## src/rtl/bfloat_pkg.sv

```systemverilog
// Shared bfloat16 types and constants for the streaming accumulator slice.
package bfloat_pkg;

  typedef struct packed {
    logic       sign;
    logic [7:0] exp;
    logic [6:0] man;
  } bf16_t;

  localparam logic [7:0]  BF16_EXP_MAX = 8'hFF;
  localparam logic [15:0] BF16_ZERO    = 16'h0000;

  typedef enum logic [1:0] {IDLE, ACC, DONE} acc_state_t;

endpackage

```

## src/rtl/bf16_mag_add.sv

```systemverilog
// Combinational bfloat16 magnitude add. Operand a is the running sum and
// supplies the result sign; b is the incoming sample. Zero/denormal operands
// pass the other operand through; an infinite running sum is held.
module bf16_mag_add
  import bfloat_pkg::*;
(
  input  logic [15:0] a,
  input  logic [15:0] b,
  output logic [15:0] sum,
  output logic        ovf
);

  bf16_t       x, y, hi, lo;
  logic [7:0]  d;
  logic [11:0] mh, ml, ms;
  logic [8:0]  e;
  logic [8:0]  mr;
  logic        inc;

  // Align, add magnitudes, renormalise on carry, round to nearest even, saturate.
  always_comb begin
    x   = a;
    y   = b;
    hi  = x;
    lo  = y;
    d   = 8'd0;
    mh  = 12'd0;
    ml  = 12'd0;
    ms  = 12'd0;
    e   = 9'd0;
    mr  = 9'd0;
    inc = 1'b0;
    sum = a;
    ovf = 1'b0;
    if (y.exp == 8'd0) begin
      sum = a;
    end else if (x.exp == 8'd0) begin
      sum = b;
    end else if (x.exp == BF16_EXP_MAX) begin
      sum = {x.sign, BF16_EXP_MAX, 7'h00};
    end else begin
      if (x.exp >= y.exp) begin
        hi = x;
        lo = y;
      end else begin
        hi = y;
        lo = x;
      end
      d  = hi.exp - lo.exp;
      mh = {2'b01, hi.man, 3'b000};
      ml = {2'b01, lo.man, 3'b000};
      ml = (d >= 8'd12) ? 12'd0 : (ml >> d);
      ms = mh + ml;
      e  = {1'b0, hi.exp};
      if (ms[11]) begin
        ms = ms >> 1;
        e  = e + 9'd1;
      end
      // g = bit3 (result lsb), r = bit2, s = bit1|bit0
      inc = ms[2] & (ms[3] | ms[1] | ms[0]);
      mr  = {1'b0, ms[10:3]} + {8'd0, inc};
      if (mr[8]) begin
        mr = mr >> 1;
        e  = e + 9'd1;
      end
      if (e >= {1'b0, BF16_EXP_MAX}) begin
        sum = {x.sign, BF16_EXP_MAX, 7'h00};
        ovf = 1'b1;
      end else begin
        sum = {x.sign, e[7:0], mr[6:0]};
      end
    end
  end

endmodule

```

## src/rtl/bfloat_stream_acc.sv

```systemverilog
// Streaming bfloat16 accumulator: sums one burst of samples and presents a
// single held result with beat count, overflow and truncation flags.
module bfloat_stream_acc
  import bfloat_pkg::*;
#(
  parameter int CNT_W   = 8,
  parameter int MAX_LEN = 255
) (
  input  logic             clk,
  input  logic             rst_n,
  input  logic             in_valid,
  output logic             in_ready,
  input  logic [15:0]      in_data,
  input  logic             in_last,
  output logic             out_valid,
  input  logic             out_ready,
  output logic [15:0]      out_data,
  output logic [CNT_W-1:0] out_count,
  output logic             out_ovf,
  output logic             out_trunc
);

  localparam logic [CNT_W:0] MAX_L    = MAX_LEN[CNT_W:0];
  localparam bit             ONE_BEAT = (MAX_LEN == 1);

  acc_state_t       state, state_nxt;
  logic [15:0]      acc;
  logic [CNT_W-1:0] count;
  logic             ovf, trunc;
  logic [15:0]      add_sum;
  logic             add_ovf;
  logic [CNT_W:0]   cnt_inc;
  logic             hit_max, accept;

  bf16_mag_add u_add (
    .a   (acc),
    .b   (in_data),
    .sum (add_sum),
    .ovf (add_ovf)
  );

  assign accept  = in_valid && in_ready;
  assign cnt_inc = {1'b0, count} + {{CNT_W{1'b0}}, 1'b1};
  assign hit_max = (cnt_inc == MAX_L);

  // State register
  always_ff @(posedge clk or negedge rst_n) begin
    if (!rst_n) state <= IDLE;
    else        state <= state_nxt;
  end

  // Next state: close the burst on in_last or on reaching the beat limit
  always_comb begin
    state_nxt = state;
    case (state)
      IDLE: if (accept) state_nxt = (in_last || ONE_BEAT) ? DONE : ACC;
      ACC:  if (accept && (in_last || hit_max)) state_nxt = DONE;
      DONE: if (out_ready) state_nxt = IDLE;
      default: state_nxt = IDLE;
    endcase
  end

  // Handshake outputs; in_ready held low while reset is asserted
  always_comb begin
    in_ready  = rst_n && (state != DONE);
    out_valid = (state == DONE);
  end

  // Running sum, beat count and sticky flags; frozen while the result is held
  always_ff @(posedge clk or negedge rst_n) begin
    if (!rst_n) begin
      acc   <= BF16_ZERO;
      count <= '0;
      ovf   <= 1'b0;
      trunc <= 1'b0;
    end else if (accept) begin
      if (state == IDLE) begin
        // denormal/zero first beat loads a clean zero so the sign comes from the first real sample
        acc   <= (in_data[14:7] == 8'd0) ? BF16_ZERO : in_data;
        count <= {{(CNT_W-1){1'b0}}, 1'b1};
        ovf   <= 1'b0;
        trunc <= ONE_BEAT && !in_last;
      end else begin
        acc   <= add_sum;
        count <= cnt_inc[CNT_W-1:0];
        ovf   <= ovf | add_ovf;
        trunc <= hit_max && !in_last;
      end
    end
  end

  assign out_data  = acc;
  assign out_count = count;
  assign out_ovf   = ovf;
  assign out_trunc = trunc;

endmodule

```

## config.mk

```make
export PLATFORM = sky130hd
export DESIGN_NAME = bfloat_stream_acc
export DESIGN_NICKNAME = d
export VERILOG_FILES = /design/src/rtl/bfloat_pkg.sv /design/src/rtl/bf16_mag_add.sv /design/src/rtl/bfloat_stream_acc.sv
export SDC_FILE = /design/constraint.sdc
export NUM_CORES = 1
export LEC_CHECK = 0
export BUFFER_PORTS_ARGS = -buffer_cell sky130_fd_sc_hd__buf_4
export CORE_ASPECT_RATIO = 1.4
export CORE_MARGIN = 10
export CORE_UTILIZATION = 28
export DETAILED_ROUTE_END_ITERATION = 7
export PLACE_DENSITY = 0.51
export SETUP_SLACK_MARGIN = 0.4
export SYNTH_ARGS = -nofsm -noshare
export SYNTH_HDL_FRONTEND = slang
export SYNTH_SLANG_ARGS = --single-unit
```

## constraint.sdc

```tcl
create_clock -name clk -period 23.4 [get_ports clk]
set_input_delay 3.51 -clock clk [delete_from_list [all_inputs] [get_ports clk]]
set_output_delay 3.51 -clock clk [all_outputs]
set_load 0.05 [all_outputs]
```

==> impl_metrics.csv <==
group,metric,value,unit
floorplan,ios,49,
job,cap_violations,0,
layout,drive_gt1_share,12.9,%
clock_network,clkLatencyLatePin,0.28,ns
route,vias_per_cell,5.60,
clock_network,cts.reportedPaths.clkPinSlew,0.08,ns
synthesis,syn_nets,626,
global_routing,grt_max_degree,31,
clock_network,clock_sinks,28,
synthesis,ys_types,70,
setup_path,regToRegEndpoint,"out_data[4]$_DFFE_PN0P_",
timing,period_share,52.6,%
floorplan,core-area,14900,sq um
setup_path,startpoint,"in_data[7]",
timing,whs,0.493,ns
min_path,hp-class,"flip-flop to flip-flop",
timing,rsz0062_at_grt,"no",
setup_path,critPathRequiredTime,23.55,ns
clock_network,ctsResizeCount,0,
layout,ff_latch_area,701,sq um
layout,fin_nets,658,
synthesis,yosys-top-cells-area,"dfrtp_1 (17%), nand2_1 (8.1%), mux2i_1 (6.6%)",
setup_path,crit_path_start_kind,"primary input",
min_path,min-delay-start,"state[1]$_DFFE_PN0P_",
timing,drv_slew,0,
setup_path,cp_slowest_cell,"ha_1",
synthesis,synth_ff_type,"dfrtp_1",
route,drt-initial-drc-count,349,
floorplan,die_x,124,um
timing,finalHoldViolCount,0,
global_routing,grt_pass1_vias,4488,
clock_network,htree_levels,1,
synthesis,synth_area,4240,sq um
clock_network,cts_made_buffers,3,
setup_path,regToRegSetupSlack,13.90,ns
layout,n_fill_cell,1625,
synthesis,yosysSeqAreaShare,16.5,%
timing,worst_pin_slew,1.06,ns
route,ant_nets,0,
synthesis,synth.largest_area_cell,"dfrtp_1",
synthesis,synth.avg_cell_area,7.27,sq um
layout,area_delta_synth_final,14.1,%
floorplan,die_h,166,um
setup_path,endpoint,"out_data[4]$_DFFE_PN0P_",
synthesis,synth-edff-count,0,
global_routing,grt_pass1_wl,23000,um
global_routing,track_usage,13.7,%
clock_network,cts_root_buf,"clkbuf_16",
route,wl,14300,um
setup_path,regToRegStartpoint,"out_data[7]$_DFFE_PN0P_",
setup_path,cp_slowest_stage_delay,0.66,ns
place,io_buffers,48,
synthesis,async_flop_share,100,%
timing,setup_viol,0,
timing,max_freq,81.3,MHz
route,drtPass1Iterations,5,
floorplan,die-area,20500,sq um
floorplan,start_util,28.4,%
route,vias,4515,
synthesis,ys_ff_latch,28,
setup_path,critPathArrivalTime,12.46,ns
route,wl_per_cell,17.8,um
pwr,power_leakage,2.05,nW
setup_path,cp-end-kind,"flip-flop",
global_routing,grt_antenna_before_repair,0,
clock_network,cts_tree,"done",
timing,fin_worst_skew,0.00215,ns
timing,period_minus_slack,12.30,ns
layout,multiInputGateArea,3350,sq um
clock_network,clk_path_buf_depth,2,
global_routing,grt-ovfl-total,0,
synthesis,synthDominantCellAreaShare,16.5,%
setup_path,path_class,"primary input to flip-flop",
pwr,power.density,125,nW/um^2
synthesis,syn_inst,583,
synthesis,yosysWarnings,0,
layout,diodes,0,
pwr,ir_drop,56.1,uV
place,hpwlAfterDp,11600,um
clock_network,cts_hold_buffers,0,
floorplan,rows,53,
setup_path,rr_worst_depth,39,
timing,relSlewSlack,29.6,%
status,status,"completed",
layout,final_core_util,32.4,%
clock_network,post-cts-setup-buffer-count,0,
route,drc_errors,0,
timing,tns,0,ns
place,gp_congestion,0.909,
setup_path,critPathMaxFanout,23,
-- stage by stage --
stage / total power [mW] / setup WS, ns / cell area, sq um / instances
after floorplan: 0.443 / 11.99 / 4240 / 583
final: 0.606 / 11.10 / 4840 / 806
after global routing: 0.656 / 10.28 / 4840 / 806
after global placement: 0.553 / 11.05 / 4750 / 802
after detailed placement: 0.555 / 10.85 / 4750 / 802
after CTS: 0.604 / 11.11 / 4840 / 806
-- placed cells by master, fill, tap and decap left out, types with 4 or more instances in the layout --
| cell type | n |
|---|---|
| buf_4 | 50 |
| a21boi_0 | 5 |
| nand2b_1 | 9 |
| nor2b_1 | 10 |
| xnor2_1 | 19 |
| o21a_1 | 8 |
| o21ai_1 | 8 |
| mux2_2 | 8 |
| nand4_1 | 7 |
| o22ai_1 | 11 |
| a211oi_1 | 11 |
| nand3_1 | 15 |
| a221oi_1 | 5 |
| ha_1 | 21 |
| nand3b_1 | 4 |
| or3_1 | 6 |
| o211ai_1 | 6 |
| nor3_1 | 21 |
| a21oi_1 | 23 |
| o21ai_0 | 33 |
| and2_1 | 7 |
| nor4_1 | 4 |
| a31oi_1 | 9 |
| o31ai_1 | 7 |
| dfrtp_1 | 28 |
| a22oi_1 | 8 |
| nor2_1 | 50 |
| nand2_1 | 92 |
| xor2_1 | 9 |
| mux2i_1 | 28 |
| inv_1 | 23 |
| and3_1 | 9 |
-- cells in the mapped netlist, types with 8 or more instances --
master    instances
ha_1             21
nor2b_1          10
o21a_1            8
and3_1            9
clkbuf_1         17
o21ai_1           9
xnor2_1          19
xor2_1            9
nor2_1           50
mux2_2            8
nor3_1           21
dfrtp_1          28
o22ai_1          11
a22oi_1           8
o21ai_0          33
a21oi_1          23
nand2b_1          9
nand3_1          15
mux2i_1          28
nand2_1          92
inv_1            23
a31oi_1           9
a211oi_1         11
-- cell type report --
cell class	count	area share, %
Multi-Input combinational cell	509	69.2
Sequential cell	28	14.5
Timing Repair Buffer	50	7.76
Tap cell	192	4.97
Clock buffer	4	1.84
Inverter	23	1.78
-- worst max-delay path: cells and delay by family --
family	cells	cell delay (ns)
compound gates	17	3.56
fa+ha+maj	5	1.48
buf+inv	3	0.46
mux	3	0.91
simple gates	11	2.52
-- flip-flops by register name, summed over array words and instances, names as in the netlist --
| signal | flops |
|---|---|
| state | 2 |
| out_data | 16 |
| out_trunc | 1 |
| out_ovf | 1 |
| out_count | 8 |
-- routing by layer --
layer	global-route usage [%]	vias to the layer above	share of wire [%]	wire length (um)
met5	0	-	0	0
met4	4.98	0	3.2	465
met3	1.19	34	4.1	582
met2	24.3	129	50	7130
met1	16.8	2132	43	6140
li1	-	2220	-	-
-- worst min-delay path by stage --
stage	to	slack [ns]	cells after the start
6_report	state[0]$_DFFE_PN0P_	0.49	1
2_1_floorplan	state[0]$_DFFE_PN0P_	0.46	1
3_3_place_gp	state[0]$_DFFE_PN0P_	0.47	1
3_5_place_dp	state[0]$_DFFE_PN0P_	0.48	1
4_1_cts	state[0]$_DFFE_PN0P_	0.49	1
5_1_grt	state[0]$_DFFE_PN0P_	0.51	1
-- power by group --
group | internal, mW | switching [mW]
registers | 0.0618 | 0.0229
clock network | 0.0264 | 0.0201
logic | 0.169 | 0.306
-- cell families after synthesis --
group / after synthesis / share of synthesized area, %
compound gates: 174 / 28.4
xor+xnor: 28 / 5.79
fa+ha+maj: 22 / 6.67
buf+inv: 46 / 4.60
flops: 28 / 16.5
mux: 37 / 9.27
simple gates: 248 / 28.8
(Power assumes the default switching activity.)
